### config.mk
export PLATFORM = sky130hd
export DESIGN_NAME = yolov4_layer_sched
export DESIGN_NICKNAME = d
export VERILOG_FILES = /design/src/rtl/yolov4_pkg.sv /design/src/rtl/yolov4_pix_cnt.sv /design/src/rtl/yolov4_layer_sched.sv
export SDC_FILE = /design/constraint.sdc
export NUM_CORES = 1
export LEC_CHECK = 0
export BUFFER_PORTS_ARGS = -buffer_cell sky130_fd_sc_hd__buf_4
export CORE_MARGIN = 2
export CORE_UTILIZATION = 52
export DETAILED_ROUTE_END_ITERATION = 10
export HOLD_SLACK_MARGIN = 0.02
export MAX_ROUTING_LAYER = met4
export PLACE_DENSITY_LB_ADDON = 0.3
export REMOVE_ABC_BUFFERS = 1
export SKIP_CTS_REPAIR_TIMING = 1
export SYNTH_ARGS = -nofsm -noshare
export SYNTH_HDL_FRONTEND = slang
export SYNTH_SLANG_ARGS = --single-unit
### constraint.sdc
create_clock -name clk -period 3.2 [get_ports clk]
set_input_delay 0.64 -clock clk [delete_from_list [all_inputs] [get_ports clk]]
set_output_delay 0.64 -clock clk [all_outputs]
set_load 0.05 [all_outputs]
### src/rtl/yolov4_pkg.sv
// yolov4_pkg: shared widths, descriptor layout and scheduler state encoding
package yolov4_pkg;

    localparam int N_LAYER      = 22;
    localparam int FRAME_SIZE_W = 16;
    localparam int GRP_W        = 6;
    localparam int W_CELL       = 16;
    localparam int W_CELL_PARAM = 10;
    localparam int PARAM_BITS   = 16;
    localparam int LAYER_W      = $clog2(N_LAYER);

    function automatic int desc_w(int fsw, int gw, int wc, int wcp);
        return 2 * fsw + gw + wc + wcp + 1;
    endfunction

    localparam int DESC_W = desc_w(FRAME_SIZE_W, GRP_W, W_CELL, W_CELL_PARAM);

    // Descriptor ROM word, MSB first; npix_m1 and n_grp_m1 are count-minus-one
    typedef struct packed {
        logic                    is_last;
        logic [FRAME_SIZE_W-1:0] npix_m1;
        logic [FRAME_SIZE_W-1:0] base_addr;
        logic [GRP_W-1:0]        n_grp_m1;
        logic [W_CELL-1:0]       w_base;
        logic [W_CELL_PARAM-1:0] p_base;
    } desc_t;

    typedef enum logic [2:0] {
        IDLE, DREQ, DLAT, PREQ, PLAT, RUN, NEXT, DONE
    } state_e;

endpackage

### src/rtl/yolov4_pix_cnt.sv
// yolov4_pix_cnt: pixel, group and fmap write-address counters with end-of-group/layer flags
module yolov4_pix_cnt
    import yolov4_pkg::*;
(
    input  logic                    clk,
    input  logic                    rstn,
    input  logic                    load_i,
    input  logic [FRAME_SIZE_W-1:0] base_i,
    input  logic [FRAME_SIZE_W-1:0] npix_m1_i,
    input  logic [GRP_W-1:0]        n_grp_m1_i,
    input  logic                    grp_inc_i,
    input  logic                    cnt_i,
    output logic [FRAME_SIZE_W-1:0] pixel_count_o,
    output logic [GRP_W-1:0]        grp_o,
    output logic                    pix_last_o,
    output logic                    grp_last_o,
    output logic                    err_ovf_o
);

    logic [FRAME_SIZE_W-1:0] pc_q, pc_d, pix_q, pix_d;
    logic [GRP_W-1:0]        grp_q, grp_d;
    logic                    sat_q, sat_d, err_q, err_d;
    logic                    at_max;

    assign at_max        = &pc_q;
    assign pixel_count_o = pc_q;
    assign grp_o         = grp_q;
    assign pix_last_o    = pix_q == npix_m1_i;
    assign grp_last_o    = grp_q == n_grp_m1_i;
    assign err_ovf_o     = err_q;

    // The all-ones address is a legal write slot; sat marks it used, so only a further word overflows
    always_comb begin
        pc_d  = load_i ? base_i : (cnt_i && !at_max) ? pc_q + 1'b1 : pc_q;
        pix_d = (load_i || grp_inc_i) ? '0 : cnt_i ? pix_q + 1'b1 : pix_q;
        grp_d = load_i ? '0 : grp_inc_i ? grp_q + 1'b1 : grp_q;
        sat_d = load_i ? 1'b0 : (cnt_i && at_max) ? 1'b1 : sat_q;
        err_d = err_q | (cnt_i && at_max && sat_q);
    end

    // Counter state; err is sticky until reset
    always_ff @(posedge clk or negedge rstn) begin
        if (!rstn) begin
            pc_q  <= '0;
            pix_q <= '0;
            grp_q <= '0;
            sat_q <= 1'b0;
            err_q <= 1'b0;
        end else begin
            pc_q  <= pc_d;
            pix_q <= pix_d;
            grp_q <= grp_d;
            sat_q <= sat_d;
            err_q <= err_d;
        end
    end

endmodule

### src/rtl/yolov4_layer_sched.sv
// yolov4_layer_sched: walks the layer-descriptor ROM and sequences param fetch and conv_kern per output group
module yolov4_layer_sched
    import yolov4_pkg::*;
(
    input  logic                    clk,
    input  logic                    rstn,
    input  logic                    start,
    output logic [LAYER_W-1:0]      desc_addr,
    output logic                    desc_en,
    input  logic [DESC_W-1:0]       desc_data,
    output logic                    param_buf_en,
    output logic [W_CELL_PARAM-1:0] param_buf_addr,
    input  logic [PARAM_BITS-1:0]   param_bias_i,
    input  logic [PARAM_BITS-1:0]   param_scale_i,
    output logic [PARAM_BITS-1:0]   bias_o,
    output logic [PARAM_BITS-1:0]   scale_o,
    output logic [W_CELL-1:0]       weight_base_o,
    output logic                    kern_start,
    input  logic                    vld_i,
    output logic [FRAME_SIZE_W-1:0] pixel_count,
    output logic                    out_buff_sel,
    output logic                    is_last_layer,
    output logic                    busy,
    output logic                    done,
    output logic                    err_ovf
);

    state_e                  state_q, state_d;
    logic [LAYER_W-1:0]      layer_q, layer_d;
    logic                    sel_q, sel_d, ks_q, ks_d;
    logic                    last_q;
    logic [FRAME_SIZE_W-1:0] npix_q;
    logic [GRP_W-1:0]        ngrp_q, grp;
    logic [W_CELL-1:0]       wbase_q;
    logic [W_CELL_PARAM-1:0] pbase_q;
    logic [PARAM_BITS-1:0]   bias_q, scale_q;
    logic                    load, grp_inc, cnt, pix_last, grp_last;
    desc_t                   desc;

    assign desc           = desc_t'(desc_data);
    assign load           = state_q == DLAT;
    assign cnt            = state_q == RUN && vld_i;
    assign grp_inc        = state_q == NEXT && !grp_last;
    assign desc_addr      = layer_q;
    assign desc_en        = state_q == DREQ;
    assign param_buf_en   = state_q == PREQ;
    assign param_buf_addr = pbase_q + {{(W_CELL_PARAM - GRP_W){1'b0}}, grp};
    assign bias_o         = bias_q;
    assign scale_o        = scale_q;
    assign weight_base_o  = wbase_q;
    assign kern_start     = ks_q;
    assign out_buff_sel   = sel_q;
    assign is_last_layer  = last_q;
    assign busy           = state_q != IDLE;
    assign done           = state_q == DONE;

    yolov4_pix_cnt u_pix_cnt (
        .clk          (clk),
        .rstn         (rstn),
        .load_i       (load),
        .base_i       (desc.base_addr),
        .npix_m1_i    (npix_q),
        .n_grp_m1_i   (ngrp_q),
        .grp_inc_i    (grp_inc),
        .cnt_i        (cnt),
        .pixel_count_o(pixel_count),
        .grp_o        (grp),
        .pix_last_o   (pix_last),
        .grp_last_o   (grp_last),
        .err_ovf_o    (err_ovf)
    );

    // Next state, layer index, ping-pong toggle and the kern_start pulse issued on leaving PLAT
    always_comb begin
        state_d = state_q;
        layer_d = layer_q;
        sel_d   = sel_q;
        ks_d    = 1'b0;
        case (state_q)
            IDLE: if (start) begin
                state_d = DREQ;
                layer_d = '0;
            end
            DREQ: state_d = DLAT;
            DLAT: state_d = PREQ;
            PREQ: state_d = PLAT;
            PLAT: begin
                state_d = RUN;
                ks_d    = 1'b1;
            end
            RUN:  state_d = (vld_i && pix_last) ? NEXT : RUN;
            NEXT: if (!grp_last) begin
                state_d = PREQ;
            end else if (last_q || layer_q == LAYER_W'(N_LAYER - 1)) begin
                state_d = DONE;
            end else begin
                state_d = DREQ;
                layer_d = layer_q + 1'b1;
                sel_d   = ~sel_q;
            end
            DONE: begin
                state_d = IDLE;
                sel_d   = ~sel_q;
            end
            default: state_d = IDLE;
        endcase
    end

    // FSM and sequencing registers
    always_ff @(posedge clk or negedge rstn) begin
        if (!rstn) begin
            state_q <= IDLE;
            layer_q <= '0;
            sel_q   <= 1'b0;
            ks_q    <= 1'b0;
        end else begin
            state_q <= state_d;
            layer_q <= layer_d;
            sel_q   <= sel_d;
            ks_q    <= ks_d;
        end
    end

    // Descriptor fields captured when ROM data is valid, params when buffer data is valid
    always_ff @(posedge clk or negedge rstn) begin
        if (!rstn) begin
            last_q  <= 1'b0;
            npix_q  <= '0;
            ngrp_q  <= '0;
            wbase_q <= '0;
            pbase_q <= '0;
            bias_q  <= '0;
            scale_q <= '0;
        end else begin
            if (state_q == DLAT) begin
                last_q  <= desc.is_last;
                npix_q  <= desc.npix_m1;
                ngrp_q  <= desc.n_grp_m1;
                wbase_q <= desc.w_base;
                pbase_q <= desc.p_base;
            end
            if (state_q == PLAT) begin
                bias_q  <= param_bias_i;
                scale_q <= param_scale_i;
            end
        end
    end

endmodule

==> run_results.csv, run 1 <==
group,metric,value,unit
timing,fin_crit,3.12,ns
timing,fmax,0.320,GHz
synth,synth_edf_count,0,
floorplan,die_area,0.0129,mm^2
pwr,combPwrFrac,15.3,%
place,io_buffers,187,
place,place_congestion,0.884,
drt,drtPass1Iterations,4,
floorplan,coreArea,0.0116,mm^2
drt,viasPerCell,5.44,
drt,vias,5269,
pwr,power.internal,3350,uW
pwr,p_leak,0.00396,uW
floorplan,io_pins,188,
place,dp_worst_setup_slack,0.288,ns
pwr,p_per_area,542,mW/mm^2
timing,rsz0062_at_grt,"false",
final_layout,diodes,0,
hold_path,hold_path_class,"in -> async",
timing,hold_violations,0,
worst_setup_path,endpoint_kind,"output port",
worst_setup_path,worstSetupPathType,"reg -> out",
clock_network,cts_htree_levels,4,
global_routing,grt_usage,25.8,%
synth,syn_area_per_cell,9.99,um^2
clock_network,cts_root_buffer,"clkbuf_16",
drt,postRouteAntennaNets,0,
place,place_hpwl,11.0,mm
pwr,power_switching,1210,uW
clock_network,numCtsBuffers,17,
clock_network,clk_latency,0.41,ns
drt,wl,15.7,mm
clock_network,cts_buffer_depth,2,
synth,yosys.area.top_type,"dfrtp_1",
synth,ys_seq_area_share,52.7,%
synth,synth-main-ff-cell,"dfrtp_1",
global_routing,grt_overflow,0,
drt,drtIter0Drc,455,
global_routing,grt_max_degree,66,
final_layout,nNetsFinal,928,
final_layout,synthToLayoutAreaGrowth,35.3,%
timing,tightestPinTransition,0.936,ns
pwr,seq_power_share,41.4,%
drt,wl_per_cell,16.2,um
pwr,p_sw_share,26.5,%
timing,fin_ws,0.0764,ns
synth,synth.cell_area,0.00622,mm^2
pwr,vdd_drop_max,0.000528,V
synth,synth_top_area_share,52.7,%
floorplan,fp.dieW,113,um
synth,syn_inst,623,
global_routing,first_global_vias,5207,
clock_network,clk_pin_slew,0.06,ns
synth,ys_top_cells_by_count,"nand2_1, dfrtp_1, nor2_1",
synth,yosysMostFrequentCell,"nand2_1",
worst_setup_path,worstPathArrival,2.48,ns
synth,ys_async_sr_fraction,100,%
final_layout,drive_above_1_share,33.1,%
final_layout,fin_cells,968,
floorplan,start_util,53.8,%
timing,finalSetupViolCount,0,
global_routing,antenna_found_initial,0,
timing,slew-limit-headroom,37.6,%
worst_setup_path,startpoint_type,"flip-flop",
place,dp_cells,936,
flow_run,maxCapViolCount,0,
clock_network,cts_tree,"done",
floorplan,die_height,113,um
synth,netlist-cell-type-count,47,
floorplan,placementRows,39,
timing,skew,0.0119,ns
timing,min_period_over_period,97.6,%
worst_setup_path,crit_required,2.56,ns
drt,drc_errors,0,
synth,yosys_warnings,0,
synth,synth_seq_cells,131,
worst_setup_path,critPathMaxFanout,7,
pwr,p_clk_share,43.3,%
run_status,status,"complete, no violations",
synth,synth.area.top_cells,"dfrtp_1, nand2_1, mux2_2, xor2_1, xnor2_1",
clock_network,clock_sinks,131,
timing,maxSlewViolCount,0,
global_routing,grt_pass1_wl,25.4,mm
[metrics by stage]
stage / cell area [um^2] / hold WS [ns] / total power [uW] / setup TNS (ns) / utilization [%]
floorplan: 6120 / 0.344 / 2310 / -112.87 / -
global placement: 7780 / 0.455 / 2590 / 0 / 67.3
detailed placement: 7780 / 0.464 / 2620 / 0 / 67.3
CTS: 8370 / 0.222 / 4600 / -0.389 / 72.4
global route: 8420 / 0.252 / 4730 / 0 / 72.8
finish: 8420 / 0.208 / 4560 / 0 / 72.8
[power by group through the flow]
stage                     sequential, uW  clock, uW  combinational, uW
final                               1890       1970                699
after floorplan                     2100          0                209
after CTS                           1890       2010                703
after global routing                1910       2080                748
after global placement              1910          0                685
after detailed placement            1910          0                701
[metal layers]
| layer | GRT usage (%) | share of wire, % |
|---|---|---|
| met1 | 31.9 | 42 |
| met2 | 40.5 | 50 |
| met3 | 7.49 | 6.2 |
| met4 | 9.59 | 2.1 |
| met5 | - | 0 |
[critical path: stages, from the launching register on]
cell and delay (ns):
dfrtp_1 0.45, ha_1 0.37, a21oi_1 0.13, o211ai_1 0.27, or4b_4 0.51, xnor2_2 0.17, buf_6 0.18
[worst paths after layout]
path                                                startpoint                        endpoint  slack, ns  cells past startpoint
worst max-delay path            u_pix_cnt.grp_o[2]$_DFFE_PN0N_               param_buf_addr[9]       0.08                      6
worst min-delay path                                      rstn    weight_base_o[9]$_DFFE_PN0P_       0.21                      1
worst max register to register          state_q[1]$_DFFE_PN0N_  u_pix_cnt.grp_o[2]$_DFFE_PN0N_       0.81                      5
worst min register to register    weight_base_o[6]$_DFFE_PN0P_    weight_base_o[6]$_DFFE_PN0P_       0.47                      2
max in group asynchronous                                 rstn  u_pix_cnt.grp_o[0]$_DFFE_PN0N_       2.21                      2
min in group clk                                 desc_data[62]          npix_q[14]$_DFFE_PN0P_       0.42                      3
[logic make-up (layout without fill, tap and decap cells)]
| family | after synthesis | in the layout | synth area share [%] |
|---|---|---|---|
| compound gates | 59 | 59 | 6.67 |
| xor+xnor | 55 | 55 | 7.74 |
| fa+ha+maj | 12 | 12 | 2.53 |
| buf+inv | 34 | 236 | 2.27 |
| flops | 131 | 131 | 52.7 |
| mux | 39 | 39 | 6.95 |
| simple gates | 293 | 293 | 21.2 |
[layout make-up]
cell class	instances	area, um^2
well taps	143	179
repair buffers	197	1500
inverters	10	37.5
multi-input cells	458	2840
flip-flops and latches	131	3280
clock buffers	23	458
fillers	831	3140
clock inverters	6	130
[state kept, by name, indices dropped and copies added (netlist names), 10 cells and up]
name,flops
bias_o,16
npix_q,16
pbase_q,10
scale_o,16
u_pix_cnt.pix_q,16
u_pix_cnt.pixel_count_o,16
weight_base_o,16
[cells in the final DEF, fill, tap and decap left out, types with 3 or more instances in the layout]
cell       synthesis  final
a31oi_1            3      3
nand4_1           16     16
bufinv_16          0      4
o31ai_1            4      4
nor3_1             6      4
o211ai_1           5      5
mux2_2            34     34
nor2_1            37     37
o21ai_0           15     15
or4_1              4      4
xnor2_1           23     22
nor4_1             4      4
or3_1              4      3
and2_1             5      5
clkbuf_16          0     17
nor3b_1            3      3
buf_4              0    195
o2111ai_1          3      3
xor2_1            32     32
ha_1              11     10
and3_1             6      6
nand3_1           14     14
mux2i_1            5      5
dfrtp_1          131    129
clkbuf_1          18      5
a21oi_1           12     11
nand2_1          182    182
and4_1             4      4
inv_1              9      9
Power figures use the tool's default switching activity.
==> run 2, diff against run 1 <==
- CORE_UTILIZATION: 52 -> 53
- CTS_BUF_LIST: unset -> sky130_fd_sc_hd__clkbuf_8
- HOLD_SLACK_MARGIN: 0.02 -> 0.15
- MAX_ROUTING_LAYER: met4 -> unset
==> run 2 against run 1 <==
  * The run now ends with setup timing left
  * First-iteration DRC count is 33% lower
  * Wire length hardly changed
  * Via count is 0.72% lower
  * Non-clock buffer count is 5 higher
  * Combinational power hardly changed
  * Cell count is 0.72% higher
  * Design area is 1.1% lower
  * Core utilization is 0.14 points higher
  * Sequential cell count stayed put
  * Sequential power hardly changed
  * Worst hold slack better by 0.17 ns
  * Total power is 11% lower
  * Critical path type unchanged
==> run_results.csv, run 2 (synthesis results as in run 1) <==
group,metric,value,unit
floorplan,die_area,0.0126,mm^2
worst_setup_path,path_cells,"ha_4, a21o_1, a21oi_2, o211ai_1, or4b_4, xnor2_2, buf_6",
floorplan,start_util,54.5,%
worst_setup_path,cp_top_family,"simple AND/OR/NAND/NOR gates",
worst_setup_path,startpoint_type,"flip-flop",
drt,drc_errors,0,
global_routing,grt_max_degree,63,
final_layout,final_common_cell,"buf_4",
flow_run,maxCapViolCount,0,
pwr,power,4070,uW
drt,wl_per_cell,16.1,um
drt,highest_layer,"met4",
timing,skew,0.00971,ns
place,place_hpwl,11.1,mm
global_routing,grt_overflow,0,
clock_network,cts_buffer_depth,2,
floorplan,die_height,112,um
clock_network,clock_sinks,131,
timing,slew-limit-headroom,52.9,%
final_layout,diodes,0,
pwr,vdd_drop_max,0.000600,V
timing,rsz0062_at_grt,"true",
clock_network,clk_pin_slew,0.08,ns
drt,vias,5231,
drt,dr_wl_met2,7.91,mm
drt,wl,15.7,mm
drt,drtIter0Drc,307,
pwr,seq_power_share,46.4,%
place,dp_worst_setup_slack,0.283,ns
final_layout,drive_above_1_share,34.4,%
place,io_buffers,187,
worst_setup_path,worstSetupPathType,"reg -> out",
final_layout,final_area,0.00833,mm^2
timing,fin_ws,-0.0305,ns
drt,drtPass1Iterations,4,
pwr,combPwrFrac,17.2,%
timing,fmax,0.310,GHz
drt,wl_met3,1.13,mm
final_layout,synthToLayoutAreaGrowth,33.8,%
drt,wl_met1,6.24,mm
hold_path,hold_path_class,"in -> reg",
timing,finalSetupViolCount,1,
worst_setup_path,max_stage_delay,0.52,ns
place,place_area,0.00779,mm^2
worst_setup_path,crit_required,2.56,ns
final_layout,nNetsFinal,933,
worst_setup_path,crit_slowest_cell,"or4b_4",
global_routing,grt_pass1_wl,25.4,mm
place,place_congestion,0.835,
floorplan,fp.dieW,112,um
timing,hold_violations,0,
global_routing,antenna_found_initial,0,
run_status,status,"complete, but fails checks",
worst_setup_path,critPathMaxFanout,6,
pwr,power_switching,1180,uW
final_layout,finish.utilization,73.0,%
drt,postRouteAntennaNets,0,
pwr,p_leak,0.00392,uW
run_status,violations,"setup timing",
global_routing,grt_usage,25.2,%
worst_setup_path,endpoint_kind,"output port",
pwr,p_clk_share,36.4,%
timing,min_period_over_period,101,%
pwr,power.internal,2890,uW
worst_setup_path,worstPathArrival,2.59,ns
clock_network,numCtsBuffers,17,
global_routing,first_global_vias,5433,
timing,tightestPinTransition,0.688,ns
timing,fin_crit,3.23,ns
clock_network,cts_tree,"done",
worst_setup_path,crit_buf_inv,1,
pwr,p_sw_share,28.9,%
clock_network,cts_htree_levels,4,
floorplan,io_pins,188,
pwr,p_per_area,489,mW/mm^2
floorplan,placementRows,39,
clock_network,clk_latency,0.45,ns
drt,viasPerCell,5.37,
final_layout,layout_common_cells,"buf_4, nand2_1, dfrtp_1, nor2_1, mux2_2",
floorplan,coreArea,0.0114,mm^2
timing,maxSlewViolCount,0,
clock_network,cts_root_buffer,"clkbuf_8",
timing,setup_tns,-0.0305,ns
run 2: path summary, 6_finish.rpt:
path                                           startpoint                             end  slack [ns]  cells after the start
min                                         desc_data[12]    weight_base_o[2]$_DFFE_PN0P_        0.38                      3
max reg2reg                        state_q[0]$_DFFE_PN0N_        desc_addr[3]$_DFFE_PN0P_        0.97                      5
min reg2reg                 u_pix_cnt.err_ovf_o$_DFF_PN0_   u_pix_cnt.err_ovf_o$_DFF_PN0_        0.48                      1
max in group asynchronous                            rstn  u_pix_cnt.grp_o[0]$_DFFE_PN0N_        1.64                      3
max                        u_pix_cnt.grp_o[1]$_DFFE_PN0N_               param_buf_addr[9]       -0.03                      7
min in group asynchronous                            rstn    weight_base_o[2]$_DFFE_PN0P_        0.66                      2
run 2: metrics by stage:
stage	std cells	hold slack, ns
floorplan	599	0.344
global placement	937	0.454
detailed placement	937	0.466
CTS	968	0.0961
global route	975	0.365
finish	975	0.377
run 2: power groups by stage:
stage / combinational, uW / clock (uW) / sequential [uW]
final: 700 / 1480 / 1890
after global routing: 763 / 1570 / 1900
after CTS: 706 / 1510 / 1890
after detailed placement: 703 / 0 / 1920
after global placement: 684 / 0 / 1910
after floorplan: 209 / 0 / 2100
run 2: worst min-delay path: stages:
cell	delay, ns
buf_4	0.08
nand2_1	0.04
nand2_1	0.05
run 2: cell type report:
type                    count  area [um^2]
repair buffers            202         1540
well taps                 143          179
clock inverters            13          168
flip-flops and latches    131         3280
clock buffers              18          248
multi-input cells         458         2880
inverters                  10         37.5
fillers                   838         3090
run 2: per-layer routing:
metal / track usage [%] / vias to the layer above
li1: - / 2504
met1: 29.7 / 2514
met2: 42.8 / 178
met3: 8.10 / 35
met4: 10.7 / 0
met5: 0 / -
